==> src/rtl/regfile_wb_arbiter_pkg.sv <==
// -----------------------------------------------------------------------------
// regfile_wb_arbiter_pkg
//   Shared MIPS definitions used by the register file, the hazard unit and the
//   write-back arbiter. It holds the data and index widths, the register-0
//   constant, and the issue-source encoding used by the arbiter.
// -----------------------------------------------------------------------------
package regfile_wb_arbiter_pkg;

   localparam int MIPS_DATA_W = 32;
   localparam int MIPS_ADDR_W = 5;

   // Register 0 is hard-wired to zero, so writes that target it are discarded.
   localparam logic [MIPS_ADDR_W-1:0] REG_ZERO = '0;

   // Source of this cycle's write-port decision.
   typedef enum logic [1:0] {
      SRC_NONE = 2'd0,  // nothing issued
      SRC_ALU  = 2'd1,  // ALU result issued; the queue holds
      SRC_LNG  = 2'd2,  // live queue head issued and popped
      SRC_DEAD = 2'd3   // killed queue head popped with no write
   } issue_src_e;

endpackage

==> src/rtl/regfile_wb_arbiter_wb_fifo.sv <==
// -----------------------------------------------------------------------------
// wb_fifo
//   In-order circular queue of long-path results. Each entry is {live, reg,
//   data}. A kill clears live on every stored entry whose reg matches
//   kill_reg. An entry pushed in the same cycle is younger than the kill and
//   stays live.
//
// Ports
//   clk, rst            clock, asynchronous active-low reset
//   push, push_reg/data write a live entry at the tail (ignored when full)
//   pop                 remove the head entry (ignored when empty)
//   kill_en, kill_reg   clear live on stored entries with matching reg
//   head_live/reg/data  current head entry
//   full, empty, count  occupancy, dead entries included
//   live_vec, reg_vec   per-slot live bits and flattened reg fields
// -----------------------------------------------------------------------------
module wb_fifo #(
   parameter int DATA_W = 32,
   parameter int ADDR_W = 5,
   parameter int DEPTH  = 4
) (
   input  logic                      clk,
   input  logic                      rst,
   input  logic                      push,
   input  logic [ADDR_W-1:0]         push_reg,
   input  logic [DATA_W-1:0]         push_data,
   input  logic                      pop,
   input  logic                      kill_en,
   input  logic [ADDR_W-1:0]         kill_reg,
   output logic                      head_live,
   output logic [ADDR_W-1:0]         head_reg,
   output logic [DATA_W-1:0]         head_data,
   output logic                      full,
   output logic                      empty,
   output logic [$clog2(DEPTH):0]    count,
   output logic [DEPTH-1:0]          live_vec,
   output logic [DEPTH*ADDR_W-1:0]   reg_vec
);

   localparam int PTR_W = $clog2(DEPTH);

   // Pointers carry one extra MSB so that full and empty can be told apart
   // when the slot indices are equal.
   logic [PTR_W:0]      wr_ptr_q, wr_ptr_d;
   logic [PTR_W:0]      rd_ptr_q, rd_ptr_d;
   logic [DEPTH-1:0]    live_q, live_d;
   logic [ADDR_W-1:0]   reg_q  [DEPTH];
   logic [ADDR_W-1:0]   reg_d  [DEPTH];
   logic [DATA_W-1:0]   data_q [DEPTH];
   logic [DATA_W-1:0]   data_d [DEPTH];

   logic [PTR_W-1:0]    wr_idx;
   logic [PTR_W-1:0]    rd_idx;

   assign wr_idx = wr_ptr_q[PTR_W-1:0];
   assign rd_idx = rd_ptr_q[PTR_W-1:0];

   assign empty = (wr_ptr_q == rd_ptr_q);
   assign full  = (wr_ptr_q[PTR_W] != rd_ptr_q[PTR_W]) &&
                  (wr_idx == rd_idx);
   assign count = wr_ptr_q - rd_ptr_q;

   assign head_live = live_q[rd_idx];
   assign head_reg  = reg_q[rd_idx];
   assign head_data = data_q[rd_idx];

   assign live_vec = live_q;

   always_comb begin
      reg_vec = '0;
      for (int i = 0; i < DEPTH; i++) begin
         reg_vec[i*ADDR_W +: ADDR_W] = reg_q[i];
      end
   end

   always_comb begin
      // NOTE: every signal gets a default before any branch, so no path leaves
      // a value unassigned and no latch is inferred.
      wr_ptr_d = wr_ptr_q;
      rd_ptr_d = rd_ptr_q;
      live_d   = live_q;
      reg_d    = reg_q;
      data_d   = data_q;

      // The kill is applied first so that the tail push below overrides it.
      // This keeps a same-cycle push alive.
      if (kill_en) begin
         for (int i = 0; i < DEPTH; i++) begin
            if (live_q[i] && (reg_q[i] == kill_reg)) begin
               live_d[i] = 1'b0;
            end
         end
      end

      if (pop && !empty) begin
         live_d[rd_idx] = 1'b0;
         rd_ptr_d       = rd_ptr_q + 1'b1;
      end

      if (push && !full) begin
         live_d[wr_idx] = 1'b1;
         reg_d[wr_idx]  = push_reg;
         data_d[wr_idx] = push_data;
         wr_ptr_d       = wr_ptr_q + 1'b1;
      end
   end

   // NOTE: state registers use non-blocking assignment so that every flop
   // samples the values from before the edge, regardless of statement order.
   always_ff @(posedge clk or negedge rst) begin
      if (!rst) begin
         wr_ptr_q <= '0;
         rd_ptr_q <= '0;
         live_q   <= '0;
      end else begin
         wr_ptr_q <= wr_ptr_d;
         rd_ptr_q <= rd_ptr_d;
         live_q   <= live_d;
      end
   end

   // NOTE: the payload arrays are not reset. An entry is only read while its
   // slot is occupied, and occupancy and liveness come from the reset pointers
   // and live bits.
   always_ff @(posedge clk) begin
      reg_q  <= reg_d;
      data_q <= data_d;
   end

endmodule

==> src/rtl/regfile_wb_arbiter.sv <==
// -----------------------------------------------------------------------------
// regfile_wb_arbiter
//   Drives the single write port of the MIPS register file. The port has two
//   sources:
//   - the single-cycle ALU path, which has no backpressure and always wins;
//   - the long-latency path (mult/div/load), which uses a valid/ready
//     handshake into an in-order queue.
//   An issued ALU write kills older queued results for the same register.
//   A per-register pending mask goes to the hazard unit.
//
// Ports
//   clk, rst                        clock, asynchronous active-low reset
//   alu_valid/reg/data              ALU result for this cycle
//   lng_valid/ready/reg/data        long-path handshake into the queue
//   write_reg/write_data/RegWrite   registered write port to Registers
//   busy_mask                       bit r set when a live queued write to r
//                                   is pending
//   lq_count                        queue occupancy, dead entries included
// -----------------------------------------------------------------------------
module regfile_wb_arbiter
   import regfile_wb_arbiter_pkg::*;
#(
   parameter int DATA_W   = MIPS_DATA_W,
   parameter int ADDR_W   = MIPS_ADDR_W,
   parameter int LQ_DEPTH = 4
) (
   input  logic                       clk,
   input  logic                       rst,
   input  logic                       alu_valid,
   input  logic [ADDR_W-1:0]          alu_reg,
   input  logic [DATA_W-1:0]          alu_data,
   input  logic                       lng_valid,
   output logic                       lng_ready,
   input  logic [ADDR_W-1:0]          lng_reg,
   input  logic [DATA_W-1:0]          lng_data,
   output logic [ADDR_W-1:0]          write_reg,
   output logic [DATA_W-1:0]          write_data,
   output logic                       RegWrite,
   output logic [2**ADDR_W-1:0]       busy_mask,
   output logic [$clog2(LQ_DEPTH):0]  lq_count
);

   localparam logic [ADDR_W-1:0] ZERO_REG = ADDR_W'(REG_ZERO);

   logic                       rdy_q, rdy_d;
   logic                       reg_write_q, reg_write_d;
   logic [ADDR_W-1:0]          write_reg_q, write_reg_d;
   logic [DATA_W-1:0]          write_data_q, write_data_d;

   logic                       fifo_push;
   logic                       fifo_pop;
   logic                       fifo_full;
   logic                       fifo_empty;
   logic                       head_live;
   logic [ADDR_W-1:0]          head_reg;
   logic [DATA_W-1:0]          head_data;
   logic [LQ_DEPTH-1:0]        live_vec;
   logic [LQ_DEPTH*ADDR_W-1:0] reg_vec;
   logic                       alu_issue;
   issue_src_e                 issue_src;

   // rdy_q stays low while reset is held. It rises on the first edge after
   // release, so the queue opens one cycle after rst goes high.
   assign rdy_d     = 1'b1;
   assign lng_ready = rdy_q && !fifo_full;

   // A handshake to register 0 completes but stores nothing.
   assign fifo_push = lng_valid && lng_ready && (lng_reg != ZERO_REG);

   always_comb begin
      issue_src = SRC_NONE;
      if (alu_valid && (alu_reg != ZERO_REG)) begin
         issue_src = SRC_ALU;
      end else if (!fifo_empty) begin
         issue_src = (head_live && (head_reg != ZERO_REG)) ? SRC_LNG : SRC_DEAD;
      end
   end

   assign alu_issue = (issue_src == SRC_ALU);
   assign fifo_pop  = (issue_src == SRC_LNG) || (issue_src == SRC_DEAD);

   wb_fifo #(
      .DATA_W (DATA_W),
      .ADDR_W (ADDR_W),
      .DEPTH  (LQ_DEPTH)
   ) u_wb_fifo (
      .clk       (clk),
      .rst       (rst),
      .push      (fifo_push),
      .push_reg  (lng_reg),
      .push_data (lng_data),
      .pop       (fifo_pop),
      .kill_en   (alu_issue),
      .kill_reg  (alu_reg),
      .head_live (head_live),
      .head_reg  (head_reg),
      .head_data (head_data),
      .full      (fifo_full),
      .empty     (fifo_empty),
      .count     (lq_count),
      .live_vec  (live_vec),
      .reg_vec   (reg_vec)
   );

   // The write port strobes RegWrite only. Address and data hold between
   // writes, so the register-file inputs do not toggle without reason.
   always_comb begin
      reg_write_d  = 1'b0;
      write_reg_d  = write_reg_q;
      write_data_d = write_data_q;
      unique case (issue_src)
         SRC_ALU: begin
            reg_write_d  = 1'b1;
            write_reg_d  = alu_reg;
            write_data_d = alu_data;
         end
         SRC_LNG: begin
            reg_write_d  = 1'b1;
            write_reg_d  = head_reg;
            write_data_d = head_data;
         end
         default: ;
      endcase
   end

   always_ff @(posedge clk or negedge rst) begin
      if (!rst) begin
         rdy_q        <= 1'b0;
         reg_write_q  <= 1'b0;
         write_reg_q  <= '0;
         write_data_q <= '0;
      end else begin
         rdy_q        <= rdy_d;
         reg_write_q  <= reg_write_d;
         write_reg_q  <= write_reg_d;
         write_data_q <= write_data_d;
      end
   end

   assign RegWrite   = reg_write_q;
   assign write_reg  = write_reg_q;
   assign write_data = write_data_q;

   // A live bit is cleared on pop, so it can only be set in an occupied slot.
   // Bit 0 is forced low because register 0 never has a pending write.
   always_comb begin
      busy_mask = '0;
      for (int i = 0; i < LQ_DEPTH; i++) begin
         if (live_vec[i]) begin
            busy_mask[reg_vec[i*ADDR_W +: ADDR_W]] = 1'b1;
         end
      end
      busy_mask[0] = 1'b0;
   end

endmodule

==> config.mk <==
export PLATFORM = sky130hd
export DESIGN_NAME = regfile_wb_arbiter
export DESIGN_NICKNAME = d
export VERILOG_FILES = /design/src/rtl/regfile_wb_arbiter_pkg.sv /design/src/rtl/regfile_wb_arbiter_wb_fifo.sv /design/src/rtl/regfile_wb_arbiter.sv
export SDC_FILE = /design/constraint.sdc
export NUM_CORES = 1
export LEC_CHECK = 0
export ABC_AREA = 1
export BUFFER_PORTS_ARGS = -buffer_cell sky130_fd_sc_hd__buf_2
export CORE_MARGIN = 1
export CORE_UTILIZATION = 39
export CTS_BUF_LIST = sky130_fd_sc_hd__clkbuf_2 sky130_fd_sc_hd__clkbuf_4 sky130_fd_sc_hd__clkbuf_8
export DETAILED_ROUTE_END_ITERATION = 8
export GPL_TIMING_DRIVEN = 0
export SYNTH_ARGS = -nofsm -noshare
export SYNTH_HDL_FRONTEND = slang
export SYNTH_HIERARCHICAL = 1
export SYNTH_SLANG_ARGS = --single-unit
==> constraint.sdc <==
create_clock -name clk -period 3.4 [get_ports clk]
set_input_delay 0.17 -clock clk [delete_from_list [all_inputs] [get_ports clk]]
set_output_delay 0.17 -clock clk [all_outputs]
set_load 0.1 [all_outputs]
=== Word level (Yosys, flattened, before mapping) ===
Index checks and enable logic that the tools add are counted.

* Add/subtract/negate cells: 3
* Div/mod/pow operators: 0
* $mul: 0
* Order comparisons: 15
* Shift-type cells: 0
* Bitwise operators: 8
* Muxes and demuxes: 43
* Equality and inequality tests: 10
* Reduce and logical (&&, ||, !) cells: 27

{| class="wikitable"
|+ Operators by type and width
! kind !! number
|-
| 2-to-1 mux 32 bit || 7
|-
| bitwise mux 128 bit || 1
|-
| OR 32 bit || 3
|-
| binary-select mux 32 bit (select 2 bit) || 1
|-
| demux 32 bit (select 2 bit) || 1
|-
| one-hot mux 32 bit (2 select lines) || 1
|-
| less-than comparator 5 x 6 -> 1 bit (second input constant) || 4
|-
| bitwise mux 20 bit || 1
|-
| demux 1 bit (select 5 bit) || 4
|-
| equality test 5 bit || 4
|-
| greater-or-equal comparator 5 x 1 -> 1 bit (second input constant) || 4
|-
| logical AND 1 bit || 19
|-
| 2-to-1 mux 5 bit || 3
|-
| nonzero test 5 bit || 3
|-
| 2-to-1 mux 1 bit || 13
|-
| 2-to-1 mux 4 bit || 3
|-
| binary-select mux 5 bit (select 2 bit) || 1
|-
| demux 5 bit (select 2 bit) || 1
|-
| one-hot mux 5 bit (2 select lines) || 1
|-
| adder 3 x 1 -> 3 bit (second input constant) || 2
|-
| greater-or-equal comparator 3 bit (second input constant) || 2
|-
| less-than comparator 2 x 3 -> 1 bit (second input constant) || 2
|-
| NOT 2 -> 3 bit || 2
|-
| AND 4 bit || 1
|-
| other kinds (17) || 22
|}

* Output and inout bits: 74
* Input bits: 78
* Flip-flop bits (word level): 197
* Logic and storage cells: 121
* Latch bits: 0
* Memories kept: 0
* RAM bits: 0
* Bits in read-only memories: 0

=== Logic depth before layout (Yosys ltp) ===
Gate-level depths: netlist of run 1.

* Word-level depth: 15
* Depth in mapped cells: 17
* Depth with buffers taken out: 15

=== Modules after synthesis ===
The synthesis of run 1 kept the hierarchy.

{| class="wikitable"
|+ By module, submodules not included
! module !! times used !! area each (um^2) !! sequential area each (um^2) !! cells an instance
|-
| wb_fifo || 1 || 6491.2 || 4694.5 || 534
|-
| regfile_wb_arbiter || 1 || 3021.6 || 975.9 || 514
|}

=== Least setup slack after synthesis of run 1 ===
OpenSTA, ideal clock, no wires.

* Kind: reg2reg
* Start: register u_wb_fifo.rd_ptr_q[1]
* End: register u_wb_fifo/data_q[100] (netlist bit) (enable)
* Setup slack: -0.826 ns
* Arrival: 3.834 ns
* Data required time: 3.008 ns
* Library setup time: 0.392 ns
* Cell stages (with the launch flop): 15
* Cells stage by stage: dfrtp_1 inv_1 buf_2 ha_1 nand2_1 inv_1 nand2_2 inv_1 nor2_1 nand3_1 inv_1 nand2_4 inv_2 nand2_1 inv_1

* Longest elaborated chain between the ends: 7

{| class="wikitable"
|+ Ends and longest elaborated chain
! what !! RTL line !! source
|-
| start: declaration || regfile_wb_arbiter_wb_fifo.sv:45 || <nowiki>logic [PTR_W:0] rd_ptr_q, rd_ptr_d;</nowiki>
|-
| start signal: assignment || regfile_wb_arbiter_wb_fifo.sv:117 || <nowiki>rd_ptr_q <= rd_ptr_d;</nowiki>
|-
| equality test 2 bit || regfile_wb_arbiter_wb_fifo.sv:60 || <nowiki>(wr_idx == rd_idx);</nowiki>
|-
| logical AND 1 bit || regfile_wb_arbiter_wb_fifo.sv:59 || <nowiki>assign full = (wr_ptr_q[PTR_W] != rd_ptr_q[PTR_W]) &&</nowiki>
|-
| named net fifo_full || regfile_wb_arbiter.sv:52 || <nowiki>logic fifo_full;</nowiki>
|-
| zero test 1 bit || regfile_wb_arbiter.sv:65 || <nowiki>assign lng_ready = rdy_q && !fifo_full;</nowiki>
|-
| logical AND 1 bit || regfile_wb_arbiter.sv:65 ||
|-
| named net lng_ready || regfile_wb_arbiter.sv:33 || <nowiki>output logic lng_ready,</nowiki>
|-
| logical AND 1 bit (2 in a row) || regfile_wb_arbiter.sv:68 || <nowiki>assign fifo_push = lng_valid && lng_ready && (lng_reg != ZERO_REG);</nowiki>
|-
| named net fifo_push || regfile_wb_arbiter.sv:50 || <nowiki>logic fifo_push;</nowiki>
|-
| logical AND 1 bit || regfile_wb_arbiter_wb_fifo.sv:100 || <nowiki>if (push && !full) begin</nowiki>
|-
| end signal: assignment || regfile_wb_arbiter_wb_fifo.sv:127 || <nowiki>data_q <= data_d;</nowiki>
|-
| end: declaration || regfile_wb_arbiter_wb_fifo.sv:49 || <nowiki>logic [DATA_W-1:0] data_q [DEPTH];</nowiki>
|}

The timed path passes the listed nets, and every way through them passes these cells.
A chain may end at the register's enable or synchronous reset.

=== Final worst setup path of run 1 ===
* Start: register u_wb_fifo.rd_ptr_q[1]
* End: register u_wb_fifo/data_q[14] (netlist bit) (enable)

* Longest elaborated chain between the ends: 7

{| class="wikitable"
|+ Ends and longest elaborated chain
! what !! RTL line
|-
| equality test 2 bit || regfile_wb_arbiter_wb_fifo.sv:60
|-
| logical AND 1 bit || regfile_wb_arbiter_wb_fifo.sv:59
|-
| named net fifo_full || regfile_wb_arbiter.sv:52
|-
| zero test 1 bit || regfile_wb_arbiter.sv:65
|-
| logical AND 1 bit || regfile_wb_arbiter.sv:65
|-
| logical AND 1 bit (2 in a row) || regfile_wb_arbiter.sv:68
|-
| named net fifo_push || regfile_wb_arbiter.sv:50
|-
| logical AND 1 bit || regfile_wb_arbiter_wb_fifo.sv:100
|}

The timed path passes the listed nets, and every way through them passes these cells.

==> results of run 1 <==
[metal layers]
layer	global-route usage, %	vias to the layer above
li1	-	4012
met1	30.1	3984
met2	39.1	296
met3	3.34	42
met4	7.88	0
met5	0	-
[placed cells by master, fill, tap and decap left out, drive strengths merged, types with 49 or more instances in the layout]
cell / synthesis / final
a21oi: 107 / 107
edfxtp: 148 / 148
buf: 31 / 184
dfrtp: 49 / 49
o21ai: 73 / 73
nor2: 235 / 236
nand3: 69 / 69
dlygate4sd3: 0 / 72
nand2: 176 / 176
inv: 92 / 97
[layout make-up]
type                            instances  area share [%]
Antenna cell                            1          0.0211
Buffer                                 39            1.76
Tap cell                              319            3.37
Sequential cell                       197            47.8
Clock inverter                         14            1.27
Clock buffer                           18            2.04
Timing Repair Buffer                  225            12.9
Inverter                               92            2.93
Multi-Input combinational cell        721            27.9
[metrics by stage]
step	utilization [%]	instance area [µm²]	hold slack, ns
after floorplan	-	9520	-0.126
after global placement	45.1	10700	0.386
after detailed placement	45.3	10700	0.389
after CTS	50.1	11900	0.0113
after global routing	50.1	11900	0.0180
final	50.1	11900	0.0311
[repair_timing]
action / CTS / global route
setup buffers: 0 / 0
gates resized for setup: 1 / 1
pin swaps: 1 / 0
hold buffers: 72 / 0
setup endpoints to repair: 39 / 84
endpoints found under the hold margin: 190 / 0
cloned: 1 / 0
[kinds of logic after synthesis]
logic type	Yosys count	synth area share [%]
AND/OR/NAND/NOR	487	20.6
AO/OA/AOI/OAI	214	11.7
flip-flops	197	59.6
buffers and inverters	131	5.85
adder cells (fa/ha/maj)	13	1.79
XOR/XNOR	4	0.368
other	2	0.0789
[power breakdown]
| group | internal, mW | switching (mW) |
|---|---|---|
| clock network | 0.670 | 0.832 |
| logic | 1.42 | 4.97 |
| registers | 3.14 | 0.332 |
| total | 5.23 | 6.14 |
[worst paths after layout]
kind	cells after the start	to	start	slack, ns
worst max-delay path	12	u_wb_fifo/data_q[14]$_DFFE_PP_	u_wb_fifo/rd_ptr_q[1]$_DFFE_PN0N_	0.24
worst min-delay path	3	write_reg[2]$_DFFE_PN0P_	alu_reg[2]	0.03
worst max register to register	12	u_wb_fifo/data_q[14]$_DFFE_PP_	u_wb_fifo/rd_ptr_q[1]$_DFFE_PN0N_	0.24
worst min register to register	2	u_wb_fifo/wr_ptr_q[2]$_DFFE_PN0P_	u_wb_fifo/wr_ptr_q[2]$_DFFE_PN0P_	0.52
max in group asynchronous	2	u_wb_fifo/rd_ptr_q[1]$_DFFE_PN0N_	rst	2.60
min in group asynchronous	2	u_wb_fifo/wr_ptr_q[0]$_DFFE_PN0P_	rst	0.28
[worst max-delay path, cell delays in order (launching register included)]
cell     delay [ns]
dfrtp_2        0.53
inv_1          0.28
buf_2          0.34
ha_1           0.28
nand2_1        0.07
inv_1          0.07
nand2_2        0.10
inv_1          0.07
nor2_4         0.10
nand3_1        0.07
inv_1          0.10
nand2_4        0.11
nor2_4         0.65
==> results.txt, run 1 <==
Tot GR Track Use: 23.1%
Hold WC Path Type: primary input to flop
Seq/Total Area, Yosys: 59.6%
Maximum vdd ir drop: 0.717 mV
Width of the die: 158 µm
Required @ worst endpoint: 3.49 ns
Filler instances: 2295
Power Density: 958 nW/µm²
Unique masters post-synth: 29
Later-pin clock latency in the skew report: 0.47 ns
DR WL met2: 13700 µm
First-pass DRT Iterations: 5
Post-synth EDFFs: 148
Area contributors post-synth: edfxtp_1 47%, dfrtp_1 13%, nor2_1 9.2%
Setup TNS: 0 ns
Nets: 1384
Highest clock rate: 316 MHz
Clock root cell: clkbuf_8
Status: finished, final reports clean
DR WL met3: 1710 µm
Final-report max-slew violation count: 0
Critical Path AT: 3.26 ns
Max-cap violations: 0
First-pass GRT wire length: 42700 µm
Area grow syn2layout: 24.7%
Yosys top cell by area: edfxtp_1
Highest metal used: met4
Drt initial violations: 836
Max-slew headroom: 40.5%
Post-synth top cells: 234 x nor2_1, 173 x nand2_1, 148 x edfxtp_1
Final number of hold-violating endpoints: 0
WL final: 28200 µm
Overall die area: 25000 µm²
Largest register by flop count: u_wb_fifo/data_q
P_leak: 5.19 nW
Pin count of the biggest net entering global routing: 50
Register Area: 5670 µm²
Grt ovf: 0
Vias: 8334
Pre-CTS setup slack: -0.276 ns
Setup crit end kind: flop
Synth top area share: 46.7%
TritonCTS clock tree: done
Final Skew: 0.0133 ns
Worst Setup Path Type: flop to flop
YS warnings: 6
Mapped Cells: 1048
Initial antenna violation count: 1
Routed Antenna Nets: 0
HPWL after DPL: 18800 µm
Post-synthesis cell area: 9510 µm²
Multi-input logic area: 3300 µm²
Critical path fanouts, max: 20
Asr flop ratio synth: 24.9%
Post-route DRC: 0
Placed insts: 1520
Fin crit share: 93.1%
Routability cong.: 0.921
Setup-failing EPs final: 0
Clk buf depth: 2
Layout cells sized above 1: 18.0%
Vias per cell: 5.13
Yosys reg bits: 197
Min Tclk post-route: 3.16 ns
Met1 WL: 12100 µm
Core Box Area: 23700 µm²
Most numerous cell in the Yosys netlist: nor2_1
Tot Pwr: 11.4 mW
Core Rows: 56
Vias in the first global route: 7816
Sink Count: 197
Syn nets: 1139
Chip height: 158 µm
Initial Utilization: 40.2%
Clock Pin Slew Worst Setup and Hold Paths: 0.09 ns
Avg WL per Cell: 17.3 µm
TritonCTS buffer count: 17
Type of origin of the critical path: flop
Layout Cells excl Fill: 1626
Htree depth: 4
Top FF cell, synth: edfxtp_1
PortBufs: 150
Io pins: 152
Worst-margin pin slew: 0.889 ns
RSZ-0062 raised after global routing: false
Final Worst Setup Slack: 0.235 ns
Avg Cell Area, Syn: 9.08 µm²
Max FFs per register: 128
(Power assumes the default switching activity.)
==> run 2: changes to the inputs <==
clock period = 3.5 ns   (was 3.4 ns; I/O delays follow)
==> run 2 against run 1 <==
  * Combinational power down 3%
  * Clock-buffer cell count unchanged
  * Worst hold slack about the same
  * Maximum frequency up 0.31%
  * Clock skew down 0.0027 ns
  * Final area down 0.17%
  * Cell count down 0.12%
  * Largest power group unchanged
  * Power down 2.9%
  * Sequential power down 3%
  * Register-to-register slack better by 0.11 ns
  * Critical path depth unchanged
==> results.txt, run 2 (synthesized netlist as in run 1, its figures left out) <==
Grt ovf: 0 (unchanged)
Maximum vdd ir drop: 0.695 mV (-3.1%)
Overall die area: 25000 µm² (unchanged)
Type of origin of the critical path: flop
Width of the die: 158 µm (unchanged)
Max FFs per register: 128 (unchanged)
Sink Count: 197 (unchanged)
Drt initial violations: 787 (-5.9%)
Pin count of the biggest net entering global routing: 50 (unchanged)
Critical path fanouts, max: 20 (unchanged)
Filler instances: 2291 (-0.17%)
WL final: 28100 µm (about the same)
Commonest non-fill, non-tap cell in the layout: nor2_1
Later-pin clock latency in the skew report: 0.46 ns (about the same)
Setup bufs post-CTS: 0 (unchanged)
Min Tclk post-route: 3.15 ns (-0.00981 ns)
Final number of hold-violating endpoints: 0 (unchanged)
Final Util: 50.0% (-0.085 points)
Tot Pwr: 11.0 mW (-2.9%)
TritonCTS buffer count: 17 (unchanged)
Worst reg2reg path depth: 12 (unchanged)
Cell Area, Placed: 10700 µm² (unchanged)
HPWL after DPL: 18800 µm (unchanged)
PortBufs: 150 (unchanged)
Fin crit share: 90.1% (-2.9 points)
Post-route DRC: 0 (unchanged)
Highest clock rate: 317 MHz (+0.31%)
Io pins: 152 (unchanged)
Worst Setup Path Type: flop to flop
Setup-failing EPs final: 0 (unchanged)
Max-slew headroom: 39.8% (-0.66 points)
Vias per cell: 5.13 (about the same)
R2r setup slk: 0.35 ns (+0.11 ns)
Initial antenna violation count: 1 (unchanged)
Initial Utilization: 40.2% (unchanged)
Final Skew: 0.0106 ns (-0.00271 ns)
Required @ worst endpoint: 3.59 ns (+0.10 ns)
Crit Reg-Reg Startpoint: u_wb_fifo/rd_ptr_q[1]$_DFFE_PN0N_
Core Rows: 56 (unchanged)
Status: finished, final reports clean
Max-cap violations: 0 (unchanged)
TritonCTS clock tree: done
Largest register by flop count: u_wb_fifo/data_q
Worst Hold Endpoint: write_reg[1]$_DFFE_PN0P_
Hold Path Origin: alu_reg[1]
Tot GR Track Use: 23.0% (about the same)
Htree depth: 4 (unchanged)
Final instance area: 11800 µm² (-0.17%)
Most frequent cells in the layout: 233 x nor2_1, 173 x nand2_1, 172 x buf_2, 148 x edfxtp_1, 107 x a21oi_1
Hold WC Path Type: primary input to flop
Worst Hold Depth: 3 (unchanged)
Multi-input logic area: 3300 µm² (unchanged)
Nets: 1382 (-0.14%)
Register Area: 5670 µm² (unchanged)
First-pass GRT wire length: 42600 µm (-0.13%)
Worst-margin pin slew: 0.899 ns (+0.00980 ns)
Layout cells sized above 1: 18.0% (+0.028 points)
Chip height: 158 µm (unchanged)
Routed Antenna Nets: 0 (unchanged)
Final-report max-slew violation count: 0 (unchanged)
Clock Pin Slew Worst Setup and Hold Paths: 0.09 ns (about the same)
Power Density: 932 nW/µm² (-2.8%)
First-pass DRT Iterations: 5 (unchanged)
Core Box Area: 23700 µm² (unchanged)
Clock root cell: clkbuf_8
P_leak: 5.18 nW (-0.16%)
Clk buf depth: 2 (unchanged)
Vias in the first global route: 7789 (-0.35%)
RSZ-0062 raised after global routing: false
R2R Path End: u_wb_fifo/data_q[2]$_DFFE_PP_
Vias: 8325 (-0.11%)
Area grow syn2layout: 24.5%
Setup crit end kind: flop
Routability cong.: 0.921 (unchanged)
Critical Path AT: 3.25 ns (about the same)
Minimum hold slack: 0.0306 ns (-0.000494 ns)
Avg WL per Cell: 17.3 µm (about the same)
## run 2: cell types whose count changed in the layout (fill, tap and decap cells not counted), sizes merged
cell / previous run / this run
dlygate4sd3: 72 / 70
## run 2: worst max-delay path by stage
stage	start	endpoint	slack [ns]
floorplan	u_wb_fifo/rd_ptr_q[1]$_DFFE_PN0N_	u_wb_fifo/data_q[100]$_DFFE_PP_	0.10
global placement	u_wb_fifo/rd_ptr_q[1]$_DFFE_PN0N_	u_wb_fifo/data_q[101]$_DFFE_PP_	-0.62
detailed placement	u_wb_fifo/rd_ptr_q[1]$_DFFE_PN0N_	u_wb_fifo/data_q[7]$_DFFE_PP_	-0.18
CTS	u_wb_fifo/rd_ptr_q[1]$_DFFE_PN0N_	u_wb_fifo/data_q[2]$_DFFE_PP_	0.16
global route	u_wb_fifo/rd_ptr_q[1]$_DFFE_PN0N_	u_wb_fifo/data_q[14]$_DFFE_PP_	0.15
finish	u_wb_fifo/rd_ptr_q[1]$_DFFE_PN0N_	u_wb_fifo/data_q[2]$_DFFE_PP_	0.35
## run 2: power by group
part / total (mW) / leakage [nW] / switching (mW) / internal (mW)
sequential: 3.37 / 1.90 / 0.320 / 3.05
combinational: 6.21 / 3.09 / 4.83 / 1.37
clock: 1.45 / 0.191 / 0.803 / 0.651
## run 2: metrics by stage
step | setup WS (ns) | setup TNS [ns] | instances
4_1_cts | 0.164 | 0 | 1623
6_report | 0.345 | 0 | 1624
3_5_place_dp | -0.176 | -6.42 | 1520
3_3_place_gp | -0.618 | -67.41 | 1517
2_1_floorplan | 0.100 | 0 | 1048
5_1_grt | 0.145 | 0 | 1624
## run 2: metal layers
layer	vias to the layer above	routed length (µm)	global-route usage [%]	share of wire (%)
met2	307	13700	39.0	49
met3	49	1610	3.31	5.7
met1	3961	12200	30.2	43
met4	0	647	7.69	2.3
met5	-	0	0	0
li1	4008	-	-	-
## run 2: final cells by class
cell class                 count  area share (%)
clock inverter                14            1.27
antenna                        1          0.0211
clock buffer                  18            2.04
buffer                        39            1.76
sequential                   197            47.9
timing repair buffer         223            12.8
tap                          319            3.37
multi-input combinational    721            27.9
inverter                      92            2.94
## run 2: repair_timing
action / 4_1_cts / 5_1_grt
hold buffers: 70 / 0
cloned: 1 / 0
pin swaps: 1 / 0
endpoints found under the hold margin: 181 / 0
resized for setup: 1 / 1
setup endpoints to repair: 39 / 21
## run 2: critical path: stages (launching register included)
cell	delay [ns]
dfrtp_2	0.54
inv_1	0.28
buf_2	0.33
ha_1	0.28
nand2_1	0.07
inv_1	0.07
nand2_2	0.10
inv_1	0.07
nor2_4	0.10
nand3_1	0.07
inv_1	0.10
nand2_4	0.11
nor2_4	0.64
